===== config.mk =====
export PLATFORM = sky130hd
export DESIGN_NAME = key_conditioner
export DESIGN_NICKNAME = d
export VERILOG_FILES = /design/src/rtl/key_conditioner.sv
export SDC_FILE = /design/constraint.sdc
export NUM_CORES = 1
export LEC_CHECK = 0
export ABC_AREA = 1
export CORE_UTILIZATION = 55
export DETAILED_ROUTE_END_ITERATION = 10
export PLACE_DENSITY = 0.73
export SETUP_SLACK_MARGIN = 0.3
export SLEW_MARGIN = 10
export SYNTH_ARGS = -nofsm -noshare
export SYNTH_HDL_FRONTEND = slang
export SYNTH_SLANG_ARGS = --single-unit

===== constraint.sdc =====
create_clock -name CLOCK_50 -period 2.4 [get_ports CLOCK_50]
set_input_delay 0.48 -clock CLOCK_50 [delete_from_list [all_inputs] [get_ports CLOCK_50]]
set_output_delay 0.48 -clock CLOCK_50 [all_outputs]
set_load 0.01 [all_outputs]

===== src/rtl/key_conditioner.sv =====
// Push-button front end: two-flop sync, per-key debounce, press/release pulses and a step-enable tick.
// Define KEY_AUTOREPEAT_EN to make a held key re-pulse key_press after REPEAT_DELAY, then every REPEAT_PERIOD.
module key_conditioner #(
    parameter int unsigned NUM_KEYS        = 4,
    parameter int unsigned DEBOUNCE_CYCLES = 250000,
    parameter int unsigned TICK_DIV        = 4194304,
    parameter int unsigned REPEAT_DELAY    = 25000000,
    parameter int unsigned REPEAT_PERIOD   = 5000000
) (
    input  logic                CLOCK_50,
    input  logic                reset,
    input  logic [NUM_KEYS-1:0] KEY,
    output logic [NUM_KEYS-1:0] key_level,
    output logic [NUM_KEYS-1:0] key_press,
    output logic [NUM_KEYS-1:0] key_release,
    output logic                tick
);

    localparam int unsigned CW = $clog2(DEBOUNCE_CYCLES + 1);
    localparam int unsigned TW = $clog2(TICK_DIV);
    localparam logic [CW-1:0] CNT_LAST = CW'(DEBOUNCE_CYCLES - 1);
    localparam logic [TW-1:0] TC_LAST  = TW'(TICK_DIV - 1);

    if (DEBOUNCE_CYCLES < 1 || TICK_DIV < 2 || REPEAT_DELAY < 1 || REPEAT_PERIOD < 1) begin : g_param_check
        $error("key_conditioner: illegal parameter value");
    end

    logic [NUM_KEYS-1:0] sync1_q, sync2_q;
    logic [NUM_KEYS-1:0] sync_pressed;
    logic [NUM_KEYS-1:0] level_q, level_d;
    logic [NUM_KEYS-1:0] press_q, press_d;
    logic [NUM_KEYS-1:0] release_q, release_d;
    logic [NUM_KEYS-1:0] accept;
    logic [NUM_KEYS-1:0] rep_fire;
    logic [CW-1:0]       cnt_q [NUM_KEYS];
    logic [CW-1:0]       cnt_d [NUM_KEYS];
    logic [TW-1:0]       tc_q, tc_d;
    logic                tick_q, tick_d;

    assign sync_pressed = ~sync2_q;

    always_comb begin
        level_d = level_q;
        accept  = '0;
        for (int unsigned i = 0; i < NUM_KEYS; i++) begin
            cnt_d[i] = '0;
            if (sync_pressed[i] != level_q[i]) begin
                if (cnt_q[i] == CNT_LAST) begin
                    level_d[i] = sync_pressed[i];
                    accept[i]  = 1'b1;
                end else begin
                    cnt_d[i] = cnt_q[i] + CW'(1);
                end
            end
        end
        press_d   = (accept & sync_pressed) | rep_fire;
        release_d = accept & ~sync_pressed;
    end

`ifdef KEY_AUTOREPEAT_EN
    localparam int unsigned RMAX = (REPEAT_DELAY > REPEAT_PERIOD) ? REPEAT_DELAY : REPEAT_PERIOD;
    localparam int unsigned RW   = $clog2(RMAX + 1);
    localparam logic [RW-1:0] RD_LAST = RW'(REPEAT_DELAY - 1);
    localparam logic [RW-1:0] RP_LAST = RW'(REPEAT_PERIOD - 1);

    logic [RW-1:0]       rcnt_q [NUM_KEYS];
    logic [RW-1:0]       rcnt_d [NUM_KEYS];
    logic [NUM_KEYS-1:0] rphase_q, rphase_d;

    // Repeat timing restarts on every accepted level change, so a release edge never also fires a repeat.
    always_comb begin
        rep_fire = '0;
        rphase_d = '0;
        for (int unsigned i = 0; i < NUM_KEYS; i++) begin
            rcnt_d[i] = '0;
            if (level_q[i] && !accept[i]) begin
                rphase_d[i] = rphase_q[i];
                if (rcnt_q[i] == (rphase_q[i] ? RP_LAST : RD_LAST)) begin
                    rep_fire[i] = 1'b1;
                    rphase_d[i] = 1'b1;
                end else begin
                    rcnt_d[i] = rcnt_q[i] + RW'(1);
                end
            end
        end
    end

    always_ff @(posedge CLOCK_50) begin
        if (reset) begin
            rphase_q <= '0;
            for (int unsigned i = 0; i < NUM_KEYS; i++) rcnt_q[i] <= '0;
        end else begin
            rphase_q <= rphase_d;
            for (int unsigned i = 0; i < NUM_KEYS; i++) rcnt_q[i] <= rcnt_d[i];
        end
    end
`else
    assign rep_fire = '0;
`endif

    always_comb begin
        tick_d = (tc_q == TC_LAST);
        tc_d   = tick_d ? '0 : tc_q + TW'(1);
    end

    always_ff @(posedge CLOCK_50) begin
        if (reset) begin
            sync1_q   <= '1;
            sync2_q   <= '1;
            level_q   <= '0;
            press_q   <= '0;
            release_q <= '0;
            tc_q      <= '0;
            tick_q    <= 1'b0;
            for (int unsigned i = 0; i < NUM_KEYS; i++) cnt_q[i] <= '0;
        end else begin
            sync1_q   <= KEY;
            sync2_q   <= sync1_q;
            level_q   <= level_d;
            press_q   <= press_d;
            release_q <= release_d;
            tc_q      <= tc_d;
            tick_q    <= tick_d;
            for (int unsigned i = 0; i < NUM_KEYS; i++) cnt_q[i] <= cnt_d[i];
        end
    end

    assign key_level   = level_q;
    assign key_press   = press_q;
    assign key_release = release_q;
    assign tick        = tick_q;

endmodule


Word-level counts from Yosys, hierarchy flattened
Memory sizes are Yosys's and may differ from the RTL's.
Cells that the tools add are included.
{ "classes": {"n_addsub": 5, "n_mul": 0, "div_mod_pow": 0, "n_lt_le_gt_ge": 0, "eq_ne": 9, "shifts": 0, "muxes": 23, "bitwise": 8, "n_reduce_logical": 5} }
{ "ops": {"columns": ["operator", "count"], "rows": [
  ["$mux W18", 12],
  ["$add A18 B1 Y18 const B", 4],
  ["$eq A18 B18 Y1 const B", 4],
  ["$add A22 B1 Y22 const B", 1],
  ["$eq A22 B22 Y1 const B", 1],
  ["$mux W1", 11],
  ["$and A4 B4 Y4", 2],
  ["$not A4 Y4", 2],
  ["$reduce_and A2 Y1", 4],
  ["$ne A1 B1 Y1", 4],
  ["$or A1 B1 Y1", 4],
  ["$reduce_or A2 Y1", 1]
]} }
{ "word_totals": {"reg_bits": 43, "latchBits": 0, "mem_bits_rw": 72, "mem_bits_ro": 0, "inputBits": 6, "n_memories": 1} }
{ "mem_list": {"columns": ["name", "words", "word_bits", "rd", "rd_clocked_by_memory_dff", "write_ports", "line_no", "text"], "rows": [
  ["cnt_q", 4, 18, 4, 0, 4, "35", "logic [CW-1:0] cnt_q [NUM_KEYS];"]
]} }

Longest topological paths before layout
Gate-level depths: netlist of run 1.
An unclocked memory read counts as a cell.
{ "depth": {"word_depth": 5, "ltp_mapped": 10, "depth_no_buf": 10} }

Least setup slack after synthesis of run 1
No wires, ideal clock.
{ "synth_timing": {"kind": "reg-to-reg", "startpoint": "register tc_q[0]", "endpoint": "register tc_q[16]", "arrival_ns": 1.277, "required_ns": 2.285, "slack_ns": 1.009, "stages_incl_launch_ff": 10, "path_buffers": 1, "synth_period_minus_slack_ns": 1.391, "cell_sequence": "dfxtp_1 ha_1 nand2_2 nor2_4 nand2_4 nor2_4 nand2_2 nand2_4 buf_6 nor2_1"} }
{ "synth_via": {"elab_chain_len": 2, "word_cells_on_any_way": 3, "cone_classes": "add/sub: 1; eq/ne: 1; reduce/logical: 1"} }
{ "synth_lines": {"columns": ["element", "line_no", "text"], "rows": [
  ["from (decl)", "37", "logic [TW-1:0] tc_q, tc_d;"],
  ["from (signal assigned)", "122", "tc_q <= tc_d;"],
  ["branches (longest 2 deep; another with $add A22 B1 Y22)", null, null]
]} }
Parallel ways; which one is timed is not known.
A chain may end at the register's enable or synchronous reset.

Final worst setup path of run 1
{ "layout_timing": {"startpoint": "register level_q[3] (netlist: key_level[3])", "endpoint": "output key_level[3]"} }
{ "layout_rtl": {"columns": ["element", "line_no", "text"], "rows": [
  ["from (decl)", "30", "logic [NUM_KEYS-1:0] level_q, level_d;"],
  ["from (signal assigned)", "119", "level_q <= level_d;"],
  ["to (decl)", "13", "output logic [NUM_KEYS-1:0] key_level,"]
]} }
No word-level cell between the ends.

==> results.json, run 1 <==
{
  "status": "finished, final reports clean",
  "drt_first_iter_violations": 132,
  "synth_cells": 788,
  "timing.rr.end": "cnt_q[0][15]",
  "wl_um": 10900,
  "netlist_area_sq_um": 5550,
  "fmax_mhz": 512,
  "ios": 19,
  "antenna_found_initial": 0,
  "numCtsBuffers": 17,
  "tns_ps": 0,
  "required_ps": 1920,
  "cp_top_family": "buffers and inverters",
  "start_util_pct": 56.8,
  "grt_pass1_vias": 4382,
  "cts.path.max_buffers": 2,
  "p_total_mw": 4.24,
  "placed_cells": 932,
  "wl_per_cell_um": 11.3,
  "gp_congestion": 0.857,
  "synth-xor-area-share_pct": 6.62,
  "whs_ps": 407,
  "ys_async_sr_fraction_pct": 0,
  "tightest_slew_ps": 485,
  "antenna_left": 0,
  "ys_top_cells_by_count": "187 x nand2_1, 169 x nor2_1, 115 x dfxtp_1",
  "relSlewSlack_pct": 67.6,
  "synth-seq-area-share_pct": 41.5,
  "skew_ps": 7.53,
  "synth_seq_cells": 115,
  "gr-usage-all-layers_pct": 22.7,
  "synth_top_area_share_pct": 41.5,
  "critPathMaxStageDelay_ps": 570,
  "dr.pass1.iters": 4,
  "crit-reg2reg-launch": "cnt_q[0][0]",
  "hp-class": "reg -> reg",
  "endpoint": "key_level[3]",
  "cp_max_fo": 3,
  "cts.sinks": 115,
  "final_cells": 964,
  "synth_top_area_cell": "dfxtp_1",
  "max-vdd-ir-drop_mv": 0.429,
  "start_kind": "register",
  "crit_start": "key_level[3]",
  "drive_above_1_share_pct": 9.75,
  "grt_pass1_wl_um": 18700,
  "r2r_cells": 8,
  "yosys.area_share.simple_pct": 38.8,
  "setup_violations": 0,
  "synthMuxAreaShare_pct": 0,
  "maxCapViolations": 0,
  "ys.flop_type": "dfxtp_1",
  "critPathKind": "reg -> out",
  "die_h_um": 102,
  "postCtsSetupBuffers": 0,
  "n_antenna_cell": 0,
  "path_clk_slew_ps": 50,
  "arrival_ps": 1470,
  "cts_root_buffer": "clkbuf_8",
  "end_kind": "output port",
  "hold_violations": 0,
  "vias_per_cell": 4.93,
  "synth_edf_count": 0,
  "min_period_ps": 1950,
  "cts_resized": 0,
  "cp_cell_sequence": "clkdlybuf4s50_1",
  "fin_crit_sh_pct": 81.4,
  "crit_buf_inv": 1,
  "syn-num-nets": 799,
  "clk_latency_ps": 510,
  "grt_max_degree": 23,
  "ys_warn_count": 0,
  "drv_slew": 0,
  "avgSynthCellArea_sq_um": 7.05,
  "die_x_um": 102,
  "critPathSlowestCell": "clkdlybuf4s50_1",
  "leakage_nw": 2.17,
  "cts_hold_buf": 0,
  "htree_num_levels": 4,
  "fp.dieArea_sq_um": 10500,
  "cp.depth": 1,
  "power.density_nw_per_um2": 665,
  "rsz0062_at_grt": "no",
  "area_growth_pct": 14.7,
  "dp_hpwl_um": 7840,
  "core-area_sq_um": 9770,
  "cts_tree": "done",
  "synth_adder_area_share_pct": 1.13,
  "io_buffers": 18,
  "vias": 4756,
  "netlist_top_cells_area": "dfxtp_1 41%, nand2_1 13%, nor2_1 11%",
  "globalRoute.totalOverflow": 0,
  "yosys.cell_count.top_type": "nand2_1",
  "reg2reg_slack_ps": 660,
  "synth-compound-area-share_pct": 5.02,
  "drc_errors": 0,
  "synth_top_family_by_area": "simple AND/OR/NAND/NOR gates",
  "layout.nets": 829,
  "yosysUniqueCellTypes": 34,
  "placementRows": 36
}
==> layout by cell type, fill, tap and decap left out, types with 3 or more instances in the layout <==
| cell | count |
|---|---|
| a21oi_1 | 36 |
| clkbuf_1 | 3 |
| clkbuf_16 | 16 |
| clkbuf_8 | 3 |
| clkdlybuf4s50_1 | 18 |
| clkinv_2 | 6 |
| dfxtp_1 | 115 |
| ha_1 | 5 |
| inv_1 | 83 |
| nand2_1 | 187 |
| nand2_2 | 12 |
| nand3_1 | 42 |
| nand3_2 | 4 |
| nand3b_1 | 6 |
| nand4_1 | 13 |
| nor2_1 | 169 |
| nor2_2 | 10 |
| nor2_4 | 5 |
| nor3_1 | 13 |
| o21ai_0 | 9 |
| or2_0 | 3 |
| or2_2 | 12 |
| xnor2_1 | 15 |
| xor2_1 | 27 |
==> report_power, final <==
part / internal [mW] / leakage (nW) / switching, mW
registers: 1.92 / 0.929 / 0.00839
logic: 0.0200 / 0.977 / 0.0323
clock network: 1.41 / 0.264 / 0.841
total: 3.36 / 2.17 / 0.881
==> final cells by class <==
| type | instances | area [sq um] |
|---|---|---|
| clock buffers | 22 | 453 |
| multi-input cells | 581 | 2870 |
| well taps | 133 | 166 |
| fillers | 856 | 3400 |
| inverters | 85 | 319 |
| flip-flops and latches | 115 | 2300 |
| clock inverters | 10 | 83.8 |
| repair buffers | 18 | 180 |
==> stage by stage <==
step                utilization [%]  worst slack (ps)  cell area [sq um]
floorplan                         -              1010               5550
global placement               59.7               453               5830
detailed placement             59.7               416               5830
CTS                            65.2               415               6370
global route                   65.2               371               6370
finish                         65.2               446               6370
==> flip-flops by register name, summed over array words and instances (netlist names) <==
signal and count:
cnt_q 72, key_level 4, key_press 4, key_release 4, sync1_q 4, sync2_q 4
tc_q 22, tick 1
==> how the worst min path moves through the flow <==
stage | startpoint | to | slack [ps] | depth (start not counted)
floorplan | sync1_q[0] | sync2_q[0] | 390 | 1
global placement | sync1_q[3] | sync2_q[3] | 390 | 1
detailed placement | sync1_q[3] | sync2_q[3] | 390 | 1
CTS | sync1_q[3] | sync2_q[3] | 410 | 1
global route | sync1_q[0] | sync2_q[0] | 420 | 1
finish | sync1_q[0] | sync2_q[0] | 410 | 1
==> cell families (layout without fill, tap and decap cells) <==
group                      after synthesis  count (layout)
AOI/OAI and AO/OA                       50              50
buffers and inverters                   92             135
and+or+nand+nor                        484             484
adders and majority gates                5               5
xor gates and xnor gates                42              42
DFF                                    115             115
==> metal layers <==
layer,global-route usage (%),up-vias,share of wire [%]
li1,-,2521,-
met4,8.02,0,1.2
met1,27.8,2154,47
met3,5.69,12,3.5
met2,38.7,69,48
met5,0,-,0
No activity file was read; power rests on OpenSTA's default activity.
==> run 2, diff against run 1 <==
clock period = 1.92 ns   (was 2.4 ns; I/O delays follow)
==> run 2 against run 1 <==
Register-to-register slack worse by 280 ps. First-iteration DRC count up 27%. Global-route usage up 0.99 points. Clock power up 25%. Sequential share of layout area down 0.86 points. Final cell count up 1.2%. Non-clock buffer count up 11. Clock skew up 3.0 ps. Largest cell class unchanged.
==> results.json, run 2 (synthesis results as in run 1) <==
{
  "vias_per_cell": 4.98,
  "cts_root_buffer": "clkbuf_8",
  "cts_tree": "done",
  "dr.pass1.iters": 5,
  "reg_top3": "cnt_q: 72 flops, tc_q: 22 flops",
  "wl_per_cell_um": 11.9,
  "globalRoute.totalOverflow": 0,
  "grt_pass1_wl_um": 19300,
  "gr-usage-all-layers_pct": 23.7,
  "power_frac_comb_pct": 1.6,
  "critPathSlowestCell": "dfxtp_1",
  "arrival_ps": 1180,
  "antenna_left": 0,
  "htree_num_levels": 4,
  "start_util_pct": 56.8,
  "hold_violations": 0,
  "io_buffers": 18,
  "cts_hold_buf": 0,
  "fmax_mhz": 641,
  "status": "finished, final reports clean",
  "rsz0062_at_grt": "yes",
  "layout.nets": 841,
  "cts.path.max_buffers": 2,
  "fin_ws_ps": 360,
  "skew_ps": 10.5,
  "final_util_pct": 66.9,
  "met3_usage_pct": 6.24,
  "placed_cells": 933,
  "largest_reg_flops": 72,
  "layout_common_cells": "186 x nand2_1, 167 x nor2_1, 111 x dfxtp_1, 83 x inv_1, 42 x nand3_1",
  "p_int_mw": 4.17,
  "die_h_um": 102,
  "vias": 4861,
  "final_common_cell": "nand2_1",
  "numCtsBuffers": 17,
  "core-area_sq_um": 9770,
  "cp_cell_sequence": "clkdlybuf4s15_1",
  "drv_slew": 0,
  "crit_buf_inv": 1,
  "end_kind": "output port",
  "pwr-share-clk_pct": 53.0,
  "antenna_found_initial": 0,
  "drt_first_iter_violations": 167,
  "tightest_slew_ps": 486,
  "grt_max_degree": 23,
  "max-vdd-ir-drop_mv": 0.780,
  "ios": 19,
  "final_cells": 976,
  "gp_congestion": 0.865,
  "met1_usage_pct": 27.8,
  "top_register": "cnt_q",
  "p_sw_mw": 1.15,
  "drive_above_1_share_pct": 12.5,
  "cts.sinks": 115,
  "wl_um": 11700,
  "leakage_nw": 2.32,
  "grt.busiest_layer": "met2",
  "die_x_um": 102,
  "p_seq_share_pct": 45.4,
  "start_kind": "register",
  "clk_latency_ps": 520,
  "maxCapViolations": 0,
  "power.density_nw_per_um2": 813,
  "setup_violations": 0,
  "grt_use_met2_pct": 40.8,
  "tns_ps": 0,
  "min_period_ps": 1560,
  "fp.dieArea_sq_um": 10500,
  "drc_errors": 0,
  "placementRows": 36,
  "cp_top_family": "flip-flops",
  "critPathMaxStageDelay_ps": 390,
  "cp_max_fo": 3,
  "dp_slack_ps": 155,
  "critPathKind": "reg -> out",
  "dp_hpwl_um": 7950,
  "path_clk_slew_ps": 60,
  "hp-class": "reg -> reg",
  "relSlewSlack_pct": 67.6,
  "required_ps": 1540,
  "grt_pass1_vias": 4582,
  "area_growth_pct": 17.8,
  "fin_crit_sh_pct": 81.2,
  "n_antenna_cell": 0,
  "switching_share_pct": 21.6
}
run 2: cell count changes in the layout (fill, tap and decap cells not counted), sizes merged, moves of 4 or more:
cell | previous run | this run
clkinvlp | 2 | 6
clkdlybuf4s50 | 18 | 5
dlygate4sd2 | 0 | 11
clkbuf | 22 | 18
buf | 0 | 11
run 2: final timing paths:
kind,startpoint,end,slack (ps),depth (start not counted)
setup / recovery,key_level[2],key_level[2],360,1
hold / removal,sync1_q[3],sync2_q[3],410,1
setup reg to reg,tc_q[0],tc_q[13],380,8
hold reg to reg,sync1_q[3],sync2_q[3],410,1
run 2: power by group through the flow:
stage / Sequential [mW] / Combinational (mW) / Clock (mW)
floorplan: 2.46 / 0.0513 / 0
global placement: 2.46 / 0.0651 / 0
detailed placement: 2.47 / 0.0666 / 0
CTS: 2.41 / 0.0738 / 2.87
global route: 2.42 / 0.0946 / 2.98
finish: 2.42 / 0.0851 / 2.82
run 2: timing repair:
| item | 4_1_cts | 5_1_grt |
|---|---|---|
| pin swaps | 2 | 4 |
| resized for setup | 15 | 16 |
| setup endpoints to repair | 24 | 36 |
| gates cloned | 0 | 1 |
| buffers inserted | 5 | 5 |
run 2: layer usage:
metal  wire (um)  up-vias  share of wire, %
met4         228        0               2.0
met3         466       21               4.0
met2        5780      107                50
met1        5180     2194                44
li1            -     2539                 -
met5           0        -                 0
run 2: area by class of cell:
type | instances | area, sq um
Sequential cell | 115 | 2310
Multi-Input combinational cell | 582 | 2940
Fill cell | 866 | 3230
Clock buffer | 18 | 428
Timing Repair Buffer | 29 | 264
Clock inverter | 14 | 114
Inverter | 85 | 319
Tap cell | 133 | 166
run 2: through the flow:
stage	total power, mW	hold WS, ps	cell area [sq um]
after detailed placement	2.53	394	5840
after floorplan	2.51	389	5550
after CTS	5.36	408	6420
after global placement	2.53	392	5840
after global routing	5.50	425	6540
final	5.32	406	6540
==> run 3, diff against run 2 <==
clock period = 1.6 ns   (was 1.92 ns; I/O delays follow)
==> run 3 against run 2 <==
Sequential power is 20% higher. Sequential share of layout area decreased by 6.0 points. Register-to-register slack lost 260 ps. Clock-buffer cell count is 4 higher. Clock power is 34% higher. Global-route usage increased by 3.6 points. Worst setup slack got worse by 240 ps. Non-clock buffer count increased by 52. Final cell count increased by 5.8%. Combinational power rose to 2.5 times the previous value. Flip-flop and latch count stayed put. Routed wire length grew 43%. Critical path type is now reg -> reg. Largest power group unchanged.
==> results.json, run 3 (synthesis results as in run 1) <==
{
  "core-area_sq_um": 9770,
  "arrival_ps": 1900,
  "multiInputGateArea_sq_um": 3850,
  "max-vdd-ir-drop_mv": 0.923,
  "cts.path.max_buffers": 2,
  "dp_hpwl_um": 8050,
  "whs_endpoint": "sync1_q[1]",
  "gr-usage-all-layers_pct": 27.3,
  "leakage_nw": 2.81,
  "reg_top3": "cnt_q: 72 flops, tc_q: 22 flops",
  "largest_reg_flops": 72,
  "layout.nets": 898,
  "setup_violations": 0,
  "wl_um": 16700,
  "tightest_slew_ps": 327,
  "vias": 5608,
  "cts_tree": "done",
  "clk_latency_ps": 530,
  "start_kind": "register",
  "power.density_nw_per_um2": 851,
  "maxCapViolations": 0,
  "placementRows": 36,
  "numCtsBuffers": 17,
  "start_util_pct": 56.8,
  "critPathMaxStageDelay_ps": 450,
  "cts_root_buffer": "clkbuf_8",
  "grt_pass1_vias": 5165,
  "reg2reg_slack_ps": 120,
  "gp_congestion": 0.918,
  "wl_per_cell_um": 16.1,
  "antenna_left": 0,
  "layout_common_cells": "166 x nand2_1, 92 x nor2_1, 70 x inv_1, 64 x dfxtp_1, 54 x nor2_2",
  "fp.dieArea_sq_um": 10500,
  "tns_ps": 0,
  "grt_max_degree": 19,
  "rsz0062_at_grt": "yes",
  "min_period_ps": 1480,
  "skew_ps": 9.58,
  "fmax_mhz": 674,
  "globalRoute.totalOverflow": 0,
  "final_common_cell": "nand2_1",
  "n_antenna_cell": 0,
  "final_cells": 1033,
  "antenna_found_initial": 0,
  "relSlewSlack_pct": 78.0,
  "top_register": "cnt_q",
  "worst_hold_startpoint": "KEY[1]",
  "htree_num_levels": 4,
  "placed_cells": 945,
  "crit-reg2reg-launch": "tc_q[16]",
  "hold_violations": 0,
  "drc_errors": 0,
  "dr.pass1.iters": 5,
  "path_clk_slew_ps": 60,
  "r2r_cells": 5,
  "hp-class": "in -> reg",
  "filler_cell_count": 525,
  "cp_cell_sequence": "nand2_1 > nor3_4 > nand2_8 > nand2_8 > nor3_4",
  "cts.sinks": 115,
  "io_buffers": 18,
  "end_kind": "register",
  "fin_crit_sh_pct": 92.7,
  "status": "finished, final reports clean",
  "seq_area_sq_um": 2380,
  "timing.rr.end": "tc_q[2]",
  "drt_first_iter_violations": 307,
  "required_ps": 2020,
  "drv_slew": 0,
  "whs_path_depth": 2,
  "die_h_um": 102,
  "drive_above_1_share_pct": 42.8,
  "cp_max_fo": 6,
  "p_total_mw": 6.90,
  "vias_per_cell": 5.43,
  "area_growth_pct": 46.0,
  "critPathSlowestCell": "dfxtp_1",
  "grt_pass1_wl_um": 22300,
  "die_x_um": 102,
  "critPathKind": "reg -> reg",
  "cts_hold_buf": 0,
  "ios": 19
}
run 3: changes by cell type in the layout (fill, tap and decap cells not counted), moves of 31 or more:
| cell | before | now |
|---|---|---|
| a21oi_2 | 1 | 34 |
| nor2_4 | 7 | 38 |
| dfxtp_2 | 4 | 47 |
| nor2_2 | 10 | 54 |
| a21oi_1 | 36 | 2 |
| buf_4 | 10 | 48 |
| dfxtp_1 | 111 | 64 |
| nor2_1 | 167 | 92 |
run 3: power breakdown:
part           internal [mW]  switching [mW]
Sequential              2.88          0.0187
Clock                   2.44            1.35
Combinational         0.0970           0.116
run 3: routing by layer:
layer	track usage [%]	wire [um]	share of wire [%]	vias up
met5	0	0	0	-
met4	13.2	686	4.1	0
met3	7.39	896	5.4	75
met2	49.0	8710	52	237
met1	29.8	6350	38	2634
li1	-	-	-	2662
run 3: repair_timing:
item / in CTS / in global routing
resized for setup: 133 / 223
setup buffers: 28 / 19
cloned: 4 / 5
pin swaps: 23 / 55
setup endpoints to repair: 112 / 115
run 3: worst max-delay path by stage:
stage                            from      endpoint  slack, ps  cells past startpoint
after floorplan               tc_q[1]      tc_q[16]        300                      9
after global placement          reset  cnt_q[2][16]          3                      7
after detailed placement        reset   cnt_q[0][2]        -30                      5
after CTS                 cnt_q[1][0]   cnt_q[1][1]        240                      8
after global routing         tc_q[16]      tc_q[18]         80                      6
final                        tc_q[16]       tc_q[2]        120                      5
run 3: final cells by class:
cell class | count | share of cell area (%)
multi-input combinational | 587 | 47.6
inverter | 85 | 4.17
sequential | 115 | 29.3
timing repair buffer | 81 | 9.71
clock buffer | 22 | 5.59
clock inverter | 10 | 1.62
tap | 133 | 2.05
run 3: critical path, delay by kind of cell (launching register included):
| family | cells | cell delay [ps] |
|---|---|---|
| and+or+nand+nor | 5 | 930 |
| DFF | 1 | 450 |
run 3: stage by stage:
step	area, sq um	hold WS (ps)	util, %	setup WS, ps
6_report	8110	382	82.9	117
3_5_place_dp	6000	393	61.4	-28.4
5_1_grt	8110	405	82.9	84.3
2_1_floorplan	5630	389	-	303
3_3_place_gp	6000	394	61.4	2.90
4_1_cts	7150	380	73.1	242
